### src/rtl/uart_link_pkg.sv
// Types and character constants shared by the UART line framer and its idle timer.
package uart_link_pkg;

   typedef enum logic [1:0] {
      IDLE     = 2'd0,
      COLLECT  = 2'd1,
      DISCARD  = 2'd2,
      DISPATCH = 2'd3
   } framer_state_t;

   localparam logic [7:0] ASCII_LF = 8'h0A;
   localparam logic [7:0] ASCII_CR = 8'h0D;

endpackage

### src/rtl/uart_idle_timer.sv
// Counts consecutive idle cycles while running; flags the edge on which the
// count reaches TIMEOUT_CYCLES so the owner can act on that same edge.
module uart_idle_timer #(
   parameter int TIMEOUT_CYCLES = 100000
) (
   input  logic i_clk,
   input  logic i_reset_n,
   input  logic i_clear,
   input  logic i_run,
   output logic o_expired
);

   localparam int TW = $clog2(TIMEOUT_CYCLES + 1);

   logic [TW-1:0] r_count;

   always_ff @(posedge i_clk or negedge i_reset_n) begin
      if (!i_reset_n) begin
         r_count <= '0;
      end else if (i_clear) begin
         r_count <= '0;
      end else if (i_run && (r_count != TW'(TIMEOUT_CYCLES))) begin
         r_count <= r_count + TW'(1);
      end
   end

   // High in the cycle whose closing edge takes the count to TIMEOUT_CYCLES.
   assign o_expired = i_run && !i_clear && (r_count == TW'(TIMEOUT_CYCLES - 1));

endmodule

### src/rtl/uart_cmd_framer.sv
// Collects received bytes into a fixed-length line window and dispatches each
// well-formed LF-terminated line to the command checker with a one-cycle pulse.
module uart_cmd_framer
   import uart_link_pkg::*;
#(
   parameter int DATA_WIDTH      = 8,
   parameter int CHARACTER_COUNT = 10,
   parameter int TIMEOUT_CYCLES  = 100000
) (
   input  logic                                  i_clk,
   input  logic                                  i_reset_n,
   input  logic [DATA_WIDTH-1:0]                 i_rx_data,
   input  logic                                  i_rx_valid,
   output logic [DATA_WIDTH*CHARACTER_COUNT-1:0] o_sr_data,
   output logic                                  o_cmd_ena,
   output logic                                  o_frame_error,
   output logic                                  o_busy
);

   localparam int W  = DATA_WIDTH * CHARACTER_COUNT;
   localparam int CW = $clog2(CHARACTER_COUNT + 1);

   framer_state_t   r_state;
   logic [W-1:0]    r_sr;
   logic [CW-1:0]   r_count;
   logic            r_cmd;
   logic            r_err;

   logic            w_is_lf;
   logic            w_is_cr;
   logic            w_data;
   logic            w_lf;
   logic            w_full;
   logic            w_line_active;
   logic            w_expired;

   assign w_is_lf       = (i_rx_data == DATA_WIDTH'(ASCII_LF));
   assign w_is_cr       = (i_rx_data == DATA_WIDTH'(ASCII_CR));
   assign w_data        = i_rx_valid && !w_is_lf && !w_is_cr;
   assign w_lf          = i_rx_valid && w_is_lf;
   assign w_full        = (r_count == CW'(CHARACTER_COUNT));
   assign w_line_active = (r_state == COLLECT) || (r_state == DISCARD);

   uart_idle_timer #(
      .TIMEOUT_CYCLES (TIMEOUT_CYCLES)
   ) u_idle_timer (
      .i_clk      (i_clk),
      .i_reset_n  (i_reset_n),
      .i_clear    (i_rx_valid || !w_line_active),
      .i_run      (w_line_active),
      .o_expired  (w_expired)
   );

   always_ff @(posedge i_clk or negedge i_reset_n) begin
      if (!i_reset_n) begin
         r_state <= IDLE;
         r_sr    <= '0;
         r_count <= '0;
         r_cmd   <= 1'b0;
         r_err   <= 1'b0;
      end else begin
         r_cmd <= 1'b0;
         r_err <= 1'b0;
         unique case (r_state)
            // DISPATCH shares IDLE rules so a byte arriving during the pulse is kept.
            IDLE, DISPATCH: begin
               r_state <= IDLE;
               if (w_data) begin
                  r_sr    <= {{(W-DATA_WIDTH){1'b0}}, i_rx_data};
                  r_count <= CW'(1);
                  r_state <= COLLECT;
               end
            end
            COLLECT: begin
               if (w_data) begin
                  if (w_full) begin
                     r_err   <= 1'b1;
                     r_state <= DISCARD;
                  end else begin
                     r_sr    <= {r_sr[W-DATA_WIDTH-1:0], i_rx_data};
                     r_count <= r_count + CW'(1);
                  end
               end else if (w_lf) begin
                  if (w_full) begin
                     r_cmd   <= 1'b1;
                     r_state <= DISPATCH;
                  end else begin
                     r_err   <= 1'b1;
                     r_state <= IDLE;
                  end
               end else if (w_expired) begin
                  r_err   <= 1'b1;
                  r_state <= IDLE;
               end
            end
            DISCARD: begin
               if (w_lf || w_expired) begin
                  r_state <= IDLE;
               end
            end
            default: r_state <= IDLE;
         endcase
      end
   end

   assign o_sr_data     = r_sr;
   assign o_cmd_ena     = r_cmd;
   assign o_frame_error = r_err;
   assign o_busy        = (r_state != IDLE);

endmodule

### config.mk
export PLATFORM = sky130hd
export DESIGN_NAME = uart_cmd_framer
export DESIGN_NICKNAME = d
export VERILOG_FILES = /design/src/rtl/uart_link_pkg.sv /design/src/rtl/uart_idle_timer.sv /design/src/rtl/uart_cmd_framer.sv
export SDC_FILE = /design/constraint.sdc
export NUM_CORES = 1
export LEC_CHECK = 0
export ABC_AREA = 1
export BUFFER_PORTS_ARGS = -buffer_cell sky130_fd_sc_hd__buf_2
export CAP_MARGIN = 20
export CELL_PAD_IN_SITES_DETAIL_PLACEMENT = 0
export CELL_PAD_IN_SITES_GLOBAL_PLACEMENT = 2
export CORE_UTILIZATION = 29
export CTS_CLUSTER_SIZE = 30
export DETAILED_ROUTE_END_ITERATION = 6
export PLACE_DENSITY = 0.7
export SYNTH_ARGS = -nofsm -noshare
export SYNTH_HDL_FRONTEND = slang
export SYNTH_SLANG_ARGS = --single-unit
### constraint.sdc
create_clock -name i_clk -period 3.2 [get_ports i_clk]
set_clock_uncertainty 0.2 [all_clocks]
set_input_delay 0.32 -clock i_clk [delete_from_list [all_inputs] [get_ports i_clk]]
set_output_delay 0.32 -clock i_clk [all_outputs]
set_load 0.005 [all_outputs]
==> results of run 1 <==
[worst paths after layout]
check / from / end / slack, ps
hold / removal: i_rx_data[0] / o_sr_data[0] / 30
hold reg to reg: o_sr_data[78] / o_sr_data[78] / 290
setup / recovery: r_state[1] / o_sr_data[77] / 780
setup reg to reg: r_state[1] / o_sr_data[77] / 780
min in group asynchronous: i_reset_n / o_sr_data[53] / 240
max in group asynchronous: i_reset_n / r_count[2] / 1700
[sequential cells by signal, indices dropped and copies added, names as in the netlist]
register              cells
o_cmd_ena                 1
o_frame_error             1
o_sr_data                80
r_count                   4
r_state                   2
u_idle_timer.r_count     17
[cell usage in the layout, fill, tap and decap left out, types with 2 or more instances in the layout]
cell type	instances
nor3_1	6
a21oi_1	10
nand3_2	3
nand2_1	64
o21ai_1	19
o22ai_1	60
inv_1	93
a31oi_1	4
clkbuf_1	2
inv_2	9
clkbuf_16	9
nor2_2	4
xor2_1	2
o21ai_0	15
xnor2_1	2
buf_4	5
buf_12	2
nand3_1	12
ha_1	7
nor3_2	2
dfrtp_1	105
dlygate4sd3_1	5
nor2_4	2
buf_2	92
nand4_1	4
nand2_2	2
nor2_1	15
[area by class of cell]
cell class | instances | share of cell area
repair buffers | 105 | 0.112
well taps | 188 | 0.0428
inverters | 104 | 0.0715
clock inverters | 4 | 0.00660
multi-input cells | 240 | 0.244
flip-flops and latches | 105 | 0.478
clock buffers | 12 | 0.0448
[metal layers]
layer	track usage	wire, um	up-vias
met1	0.195	5320	1620
li1	-	-	1716
met3	0.0295	506	13
met5	0	0	-
met2	0.201	4560	85
met4	0.0644	231	0
[stage by stage]
| step | cells | setup slack [ps] | utilization | area, um^2 |
|---|---|---|---|---|
| detailed placement | 736 | 786 | 0.338 | 5140 |
| global placement | 736 | 859 | 0.338 | 5140 |
| finish | 758 | 776 | 0.362 | 5500 |
| global route | 758 | 600 | 0.362 | 5500 |
| CTS | 757 | 771 | 0.360 | 5470 |
| floorplan | 466 | 1450 | - | 4510 |
[worst min-delay path: stages]
cell and delay (ps):
buf_2 110, inv_2 50, o21ai_1 60
[cell families (layout without fill, tap and decap cells)]
kind of cell               after synthesis  count (layout)
AOI/OAI and AO/OA                      110             110
DFF                                    105             105
xor gates and xnor gates                 4               4
and+or+nand+nor                        119             119
buffers and inverters                  121             225
adders and majority gates                7               7
[power groups by stage]
stage / logic, mW / clock network [mW] / registers [mW]
final: 0.999 / 1.07 / 1.65
after global routing: 1.12 / 1.16 / 1.68
after CTS: 1.01 / 1.11 / 1.66
after detailed placement: 1.00 / 0 / 1.68
after global placement: 0.987 / 0 / 1.68
after floorplan: 0.646 / 0 / 1.67
==> impl_metrics.json, run 1 <==
{
  "cts_tree": "yes",
  "switchingPower_mw": 1.27,
  "post_cts_buffers": 0,
  "worstPathCellList": "inv_1, ha_1, o21ai_2, nor2_8, inv_4, nand2_1, o21ai_1",
  "critPathRequiredTime_ps": 3230,
  "grt_max_degree": 79,
  "htreeDepth": 3,
  "cts.repair.resized": 0,
  "p_per_area_nw_per_um2": 677,
  "relSlewSlack": 0.544,
  "yosysWarnings": 0,
  "yosysMostFrequentCell": "dfrtp_1",
  "startpoint_type": "flop",
  "internal_power_mw": 2.45,
  "drive_above_1_share": 0.249,
  "hp-class": "in2reg",
  "cp_top_family": "simple AND/OR/NAND/NOR gates",
  "drc_errors": 0,
  "vdd_ir_drop_max_mv": 0.312,
  "root_buffer": "clkbuf_16",
  "dr.pass1.iters": 4,
  "synth_area_um2": 4510,
  "die-height_um": 127,
  "worst_pin_slew_ps": 684,
  "cp-end-kind": "flop",
  "period_share": 0.758,
  "post_drt_wl_per_cell_um": 14.0,
  "holdBufCountCts": 5,
  "cp_num_cells": 7,
  "insertion_delay_ps": 350,
  "synth_adder_area_share": 0.0194,
  "crit_type": "reg2reg",
  "io_pins": 94,
  "layout_min_cycle_time_ps": 2420,
  "synth-xor-area-share": 0.00777,
  "slowest_delay_ps": 570,
  "grt_pass1_vias": 3293,
  "start_util": 0.296,
  "drv_slew": 0,
  "async_reset_ff_frac": 1.00,
  "viasPerCell": 4.53,
  "pwr-share-clk": 0.287,
  "drv_cap": 0,
  "layout.nets": 583,
  "worst_path_max_delay_cell": "nor2_8",
  "place_hpwl_um": 7540,
  "synth_top_family_by_area": "compound AO/OA/AOI/OAI gates",
  "worst-path-buf-inv": 2,
  "drtIter0Drc": 143,
  "grt_antenna_before_repair": 0,
  "synth_area_leaders": "dfrtp_1 (58%), o22ai_1 (8.3%), inv_1 (7.7%)",
  "ys_ff_latch": 105,
  "die-area_um2": 16000,
  "vias": 3434,
  "ys_types": 33,
  "cts.sinks": 105,
  "area_delta_synth_final_pct": 22.0,
  "synth_nets": 484,
  "wl_um": 10600,
  "cts_buffers": 9,
  "synth_cells": 466,
  "num_antenna_cells": 0,
  "synth_top_area_share": 0.583,
  "pwr-share-seq": 0.445,
  "p_leak_nw": 2.70,
  "port-buffer-count": 93,
  "outcome": "complete, no violations",
  "grt_usage": 0.138,
  "gp_congestion": 0.756,
  "dieWidth_um": 127,
  "synth-compound-area-share": 0.141,
  "fmax_ghz": 0.412,
  "synth-simple-area-share": 0.130,
  "ctsLongestPathBuffers": 2,
  "gr-total-overflow": 0,
  "final_antenna_net_count": 0,
  "cp_max_fo": 47,
  "multi_input_area_um2": 1340,
  "yosys.area.top_type": "dfrtp_1",
  "hold_violations": 0,
  "synth-seq-area-share": 0.583,
  "path_clk_slew_ps": 70,
  "regArea_um2": 2630,
  "num-fill-cells": 1591,
  "total_power_mw": 3.72,
  "synthMuxAreaShare": 0,
  "num_rows": 45,
  "p_sw_frac": 0.342,
  "synth_common_cells": "dfrtp_1 (105), inv_1 (93), nand2_1 (64)",
  "avgSynthCellArea_um2": 9.67,
  "setup_tns_ps": 0,
  "combPwrFrac": 0.268,
  "crit_arrival_ps": 2450,
  "core-area_um2": 15200,
  "grt_pass1_wl_um": 17100,
  "hold_path_depth": 3,
  "rsz0062_at_grt": "false",
  "setup_violations": 0,
  "hold-worst-slack_ps": 27.5,
  "synth_flop_cell": "dfrtp_1",
  "worst_r2r_path_depth": 7,
  "synth_edf_count": 0
}
Note: power is estimated with default switching activity, not from simulation.
==> run 2, diff against run 1 <==
--- a/config.mk
+++ b/config.mk
@@ -5,7 +5,7 @@
 export SDC_FILE = /design/constraint.sdc
 export NUM_CORES = 1
 export LEC_CHECK = 0
-export ABC_AREA = 1
+export ABC_AREA = 0
 export BUFFER_PORTS_ARGS = -buffer_cell sky130_fd_sc_hd__buf_2
 export CAP_MARGIN = 20
 export CELL_PAD_IN_SITES_DETAIL_PLACEMENT = 0
@@ -13,7 +13,7 @@
 export CORE_UTILIZATION = 29
 export CTS_CLUSTER_SIZE = 30
 export DETAILED_ROUTE_END_ITERATION = 6
-export PLACE_DENSITY = 0.7
+export PLACE_DENSITY = 0.69
 export SYNTH_ARGS = -nofsm -noshare
 export SYNTH_HDL_FRONTEND = slang
 export SYNTH_SLANG_ARGS = --single-unit
==> constraint.sdc (replaced) <==
create_clock -name i_clk -period 2.13 [get_ports i_clk]
set_clock_uncertainty 0.2 [all_clocks]
set_input_delay 0.213 -clock i_clk [delete_from_list [all_inputs] [get_ports i_clk]]
set_output_delay 0.213 -clock i_clk [all_outputs]
set_load 0.005 [all_outputs]
==> impl_metrics.json, run 2 <==
{
  "outcome": "complete, but fails checks",
  "violations": "negative setup slack",
  "drv_cap": 0,
  "synth_flop_cell": "dfrtp_1",
  "preCtsSetupSlack_ps": -99.0,
  "vias": 3155,
  "synth_common_cells": "dfrtp_1 (105), a22o_1 (72), nor2_1 (18)",
  "fin_area_um2": 5790,
  "synth-seq-area-share": 0.617,
  "internal_power_mw": 4.21,
  "htreeDepth": 3,
  "cts_buffers": 9,
  "yosysMostFrequentCell": "dfrtp_1",
  "synth_nets": 346,
  "post-route-util": 0.411,
  "hp-class": "in2async",
  "synth_edf_count": 0,
  "combPwrFrac": 0.317,
  "hold_violations": 0,
  "crit_arrival_ps": 2220,
  "wl_um": 10800,
  "multi_input_area_um2": 1580,
  "worst_pin_slew_ps": 480,
  "num_antenna_cells": 0,
  "io_pins": 94,
  "area_delta_synth_final_pct": 36.0,
  "postPlaceCellArea_um2": 5140,
  "cts_tree": "yes",
  "grt_pass1_vias": 2900,
  "die-area_um2": 15200,
  "rsz0062_at_grt": "true",
  "final_cells": 648,
  "synth_area_leaders": "dfrtp_1 (62%), a22o_1 (15%), xor2_1 (2.3%)",
  "p_per_area_nw_per_um2": 1060,
  "cts.sinks": 105,
  "setup_violations": 1,
  "crit_type": "reg2reg",
  "drv_slew": 0,
  "place_hpwl_um": 6670,
  "yosysWarnings": 0,
  "fin_ws_ps": -50.8,
  "period_share": 1.02,
  "drive_above_1_share": 0.376,
  "regArea_um2": 2630,
  "pwr-share-clk": 0.275,
  "layout_commonest_cell": "dfrtp_1",
  "layout.nets": 481,
  "dieWidth_um": 123,
  "ctsLongestPathBuffers": 2,
  "p_leak_nw": 2.96,
  "placed_cells": 610,
  "setup_tns_ps": -50.8,
  "grt_usage": 0.133,
  "cp_max_fo": 2,
  "root_buffer": "clkbuf_16",
  "p_sw_frac": 0.315,
  "viasPerCell": 4.87,
  "insertion_delay_ps": 350,
  "avgSynthCellArea_um2": 13.0,
  "startpoint_type": "flop",
  "layout_min_cycle_time_ps": 2180,
  "ys_ff_latch": 105,
  "drc_errors": 0,
  "largest_reg_flops": 80,
  "fmax_ghz": 0.459,
  "gr-total-overflow": 0,
  "pwr-share-seq": 0.409,
  "core-area_um2": 14100,
  "start_util": 0.302,
  "post_drt_wl_per_cell_um": 16.6,
  "num-fill-cells": 1376,
  "grt_antenna_before_repair": 0,
  "grt_pass1_wl_um": 15400,
  "critPathRequiredTime_ps": 2160,
  "gp_congestion": 0.731,
  "switchingPower_mw": 1.94,
  "num_rows": 43,
  "synth_top_area_share": 0.617,
  "ys_types": 43,
  "die-height_um": 123,
  "dr.pass1.iters": 4,
  "path_clk_slew_ps": 70,
  "relSlewSlack": 0.680,
  "synth_area_um2": 4260,
  "drtIter0Drc": 117,
  "yosys.area.top_type": "dfrtp_1",
  "final_antenna_net_count": 0,
  "vdd_ir_drop_max_mv": 0.548,
  "grt_max_degree": 51,
  "cp-end-kind": "flop",
  "async_reset_ff_frac": 1.00,
  "port-buffer-count": 93,
  "layout_common_cells": "dfrtp_1 (105), buf_2 (92), a22o_1 (72), buf_4 (26), nor2_1 (17)",
  "synth_cells": 328
}
-- run 2: area by class of cell --
type	instances	area share
clock buffers	9	0.0389
clock inverters	7	0.0134
inverters	8	0.00518
multi-input cells	197	0.272
flip-flops and latches	105	0.453
well taps	180	0.0389
repair buffers	142	0.178
-- run 2: worst paths after layout --
check,from,endpoint,slack [ps],cells past startpoint
setup / recovery,r_state[0],r_state[1],-50,7
hold / removal,i_reset_n,o_frame_error,160,2
setup reg to reg,r_state[0],r_state[1],-50,7
hold reg to reg,o_sr_data[75],o_sr_data[75],300,1
max in group asynchronous,i_reset_n,o_sr_data[32],940,3
min in group i_clk,i_rx_valid,r_count[1],190,4
-- run 2: power by group through the flow --
| stage | Combinational (mW) | Sequential (mW) | Clock [mW] |
|---|---|---|---|
| after floorplan | 0.846 | 2.54 | 0 |
| after global placement | 1.54 | 2.54 | 0 |
| after detailed placement | 1.56 | 2.56 | 0 |
| after CTS | 1.60 | 2.52 | 1.75 |
| after global routing | 2.12 | 2.55 | 1.83 |
| final | 1.95 | 2.51 | 1.69 |
-- run 2: repair_timing --
action,in CTS,in global routing
resized for setup,1,10
hold buffers,9,0
setup buffers,1,5
setup endpoints to repair,1,82
pin swaps,2,4
gates cloned,0,7
hold endpoints to repair,51,0
-- run 2: kinds of logic (layout without fill, tap and decap cells) --
kind of cell / count (synthesis) / count (layout) / synth area share
DFF: 105 / 105 / 0.617
adders and majority gates: 7 / 7 / 0.0206
and+or+nand+nor: 74 / 74 / 0.0946
AOI/OAI and AO/OA: 91 / 91 / 0.181
buffers and inverters: 26 / 166 / 0.0297
muxes: 11 / 11 / 0.0285
xor gates and xnor gates: 14 / 14 / 0.0288
-- run 2: worst max-delay path, cell delays in order, from the launching register on --
cell and delay, ps:
dfrtp_1 360, inv_2 60, ha_4 270, nor4b_4 170, nand4_1 140, or3_4 370
a31oi_4 190, mux2_4 310
-- run 2: through the flow --
stage	total power [mW]	hold WS, ps
2_1_floorplan	3.39	-283
3_3_place_gp	4.08	5.99
6_report	6.15	160
5_1_grt	6.50	203
4_1_cts	5.87	172
3_5_place_dp	4.12	11.8
-- run 2: layer usage --
layer | wire length (um) | global-route usage | part of all wire | up-vias
met4 | 138 | 0.0474 | 0.013 | 0
met3 | 422 | 0.0397 | 0.039 | 10
met5 | 0 | 0 | 0 | -
met1 | 5100 | 0.177 | 0.47 | 1599
met2 | 5120 | 0.203 | 0.47 | 62
li1 | - | - | - | 1484
==> run 3, diff against run 2 <==
--- a/config.mk
+++ b/config.mk
@@ -13,7 +13,7 @@
 export CORE_UTILIZATION = 29
 export CTS_CLUSTER_SIZE = 30
 export DETAILED_ROUTE_END_ITERATION = 6
-export PLACE_DENSITY = 0.69
+export PLACE_DENSITY_LB_ADDON = 0.12
 export SYNTH_ARGS = -nofsm -noshare
 export SYNTH_HDL_FRONTEND = slang
 export SYNTH_SLANG_ARGS = --single-unit
==> impl_metrics.json, run 3 (synthesized netlist as in run 2, its figures left out) <==
{
  "vias": 3051,
  "num-fill-cells": 1400,
  "die-height_um": 123,
  "final_antenna_net_count": 0,
  "gr-total-overflow": 0,
  "outcome": "complete, but fails checks",
  "drv_cap": 0,
  "r2r_slack_ps": -70,
  "grt_pass1_vias": 3049,
  "crit_arrival_ps": 2230,
  "grt_usage": 0.148,
  "fin_area_um2": 5620,
  "p_per_area_nw_per_um2": 1080,
  "grt_antenna_before_repair": 0,
  "cp-end-kind": "flop",
  "worst_pin_slew_ps": 480,
  "violations": "negative setup slack",
  "drtIter0Drc": 236,
  "drc_errors": 0,
  "setup_violations": 2,
  "layout.nets": 472,
  "layout_commonest_cell": "dfrtp_1",
  "core-area_um2": 14100,
  "final_cells": 639,
  "grt_max_degree": 73,
  "port-buffer-count": 93,
  "setup_tns_ps": -88.0,
  "hp-class": "in2reg",
  "startpoint_type": "flop",
  "fmax_ghz": 0.454,
  "fin_ws_ps": -70.7,
  "layout_common_cells": "dfrtp_1 (105), buf_2 (92), a22o_1 (72), buf_4 (27), nor2_1 (17)",
  "die-area_um2": 15200,
  "num_antenna_cells": 0,
  "worst_path_max_delay_cell": "or3_4",
  "hold_path_depth": 4,
  "gp_congestion": 0.740,
  "hold-worst-slack_ps": 161,
  "cts.sinks": 105,
  "insertion_delay_ps": 350,
  "slowest_delay_ps": 370,
  "multi_input_area_um2": 1550,
  "p_leak_nw": 2.88,
  "wl_um": 10500,
  "grt_pass1_wl_um": 16800,
  "htreeDepth": 3,
  "worst_r2r_path_depth": 7,
  "vdd_ir_drop_max_mv": 0.460,
  "num_rows": 43,
  "period_share": 1.03,
  "root_buffer": "clkbuf_16",
  "relSlewSlack": 0.680,
  "ctsLongestPathBuffers": 2,
  "crit_type": "reg2reg",
  "rsz0062_at_grt": "true",
  "cts_buffers": 9,
  "drive_above_1_share": 0.351,
  "place_hpwl_um": 7190,
  "placed_cells": 612,
  "largest_reg_flops": 80,
  "cp_max_fo": 2,
  "layout_min_cycle_time_ps": 2200,
  "post_drt_wl_per_cell_um": 16.4,
  "cts_tree": "yes",
  "drv_slew": 0,
  "dr.pass1.iters": 4,
  "hold_violations": 0,
  "start_util": 0.302,
  "worstPathCellList": "inv_2, ha_4, nor4b_4, nand4_1, or3_4, a31oi_4, mux2_4",
  "path_clk_slew_ps": 70,
  "total_power_mw": 6.09,
  "critPathRequiredTime_ps": 2160,
  "regArea_um2": 2630,
  "area_delta_synth_final_pct": 32.0,
  "io_pins": 94,
  "dieWidth_um": 123,
  "postPlaceCellArea_um2": 5140,
  "viasPerCell": 4.77
}
==> run 3: cell count changes in the layout (fill, tap and decap cells not counted), sizes merged <==
cell    delta
buf        -5
bufinv     +2
clkbuf     -3
clkinv     -4
inv        +1
==> run 3: repair_timing <==
| item | 4_1_cts | 5_1_grt |
|---|---|---|
| setup buffers | 2 | 0 |
| setup endpoints to repair | 59 | 77 |
| hold buffers | 9 | 0 |
| hold endpoints to repair | 39 | 0 |
| resized for setup | 2 | 6 |
| pin swaps | 1 | 1 |
==> run 3: power by group <==
group | leakage [nW] | switching, mW | internal (mW) | total [mW]
registers | 1.43 | 0.235 | 2.28 | 2.52
logic | 1.28 | 0.849 | 0.785 | 1.63
clock network | 0.170 | 0.775 | 1.17 | 1.94
total | 2.88 | 1.86 | 4.24 | 6.09
==> run 3: critical path: cells and delay by family, from the launching register on <==
kind | cells | cell delay [ps]
and+or+nand+nor | 3 | 690
DFF | 1 | 360
muxes | 1 | 310
adders and majority gates | 1 | 250
AOI/OAI and AO/OA | 1 | 210
buffers and inverters | 1 | 60
==> run 3: final timing paths <==
path / to / startpoint
max: r_state[1] / r_state[1]
min: o_cmd_ena / i_rx_data[0]
max reg2reg: r_state[1] / r_state[1]
min reg2reg: o_sr_data[73] / o_sr_data[73]
max in group asynchronous: u_idle_timer.r_count[10] / i_reset_n
min in group asynchronous: o_sr_data[32] / i_reset_n
==> run 3: stage by stage <==
stage	utilization	setup WS (ps)
floorplan	-	-40.3
global placement	0.365	-12.8
detailed placement	0.365	-120
CTS	0.398	-103
global route	0.399	-166
finish	0.399	-70.7
==> run 3: layout make-up <==
| cell class | instances | share of cell area |
|---|---|---|
| sequential | 105 | 0.467 |
| multi-input combinational | 197 | 0.275 |
| timing repair buffer | 133 | 0.150 |
| clock buffer | 10 | 0.0407 |
| tap | 180 | 0.0401 |
| clock inverter | 6 | 0.0211 |
| inverter | 8 | 0.00534 |
==> run 3: routing by layer <==
| layer | global-route usage | wire (um) | vias up |
|---|---|---|---|
| li1 | - | - | 1477 |
| met2 | 0.209 | 4480 | 71 |
| met4 | 0.0655 | 174 | 0 |
| met5 | 0 | 0 | - |
| met3 | 0.0392 | 680 | 12 |
| met1 | 0.211 | 5130 | 1491 |
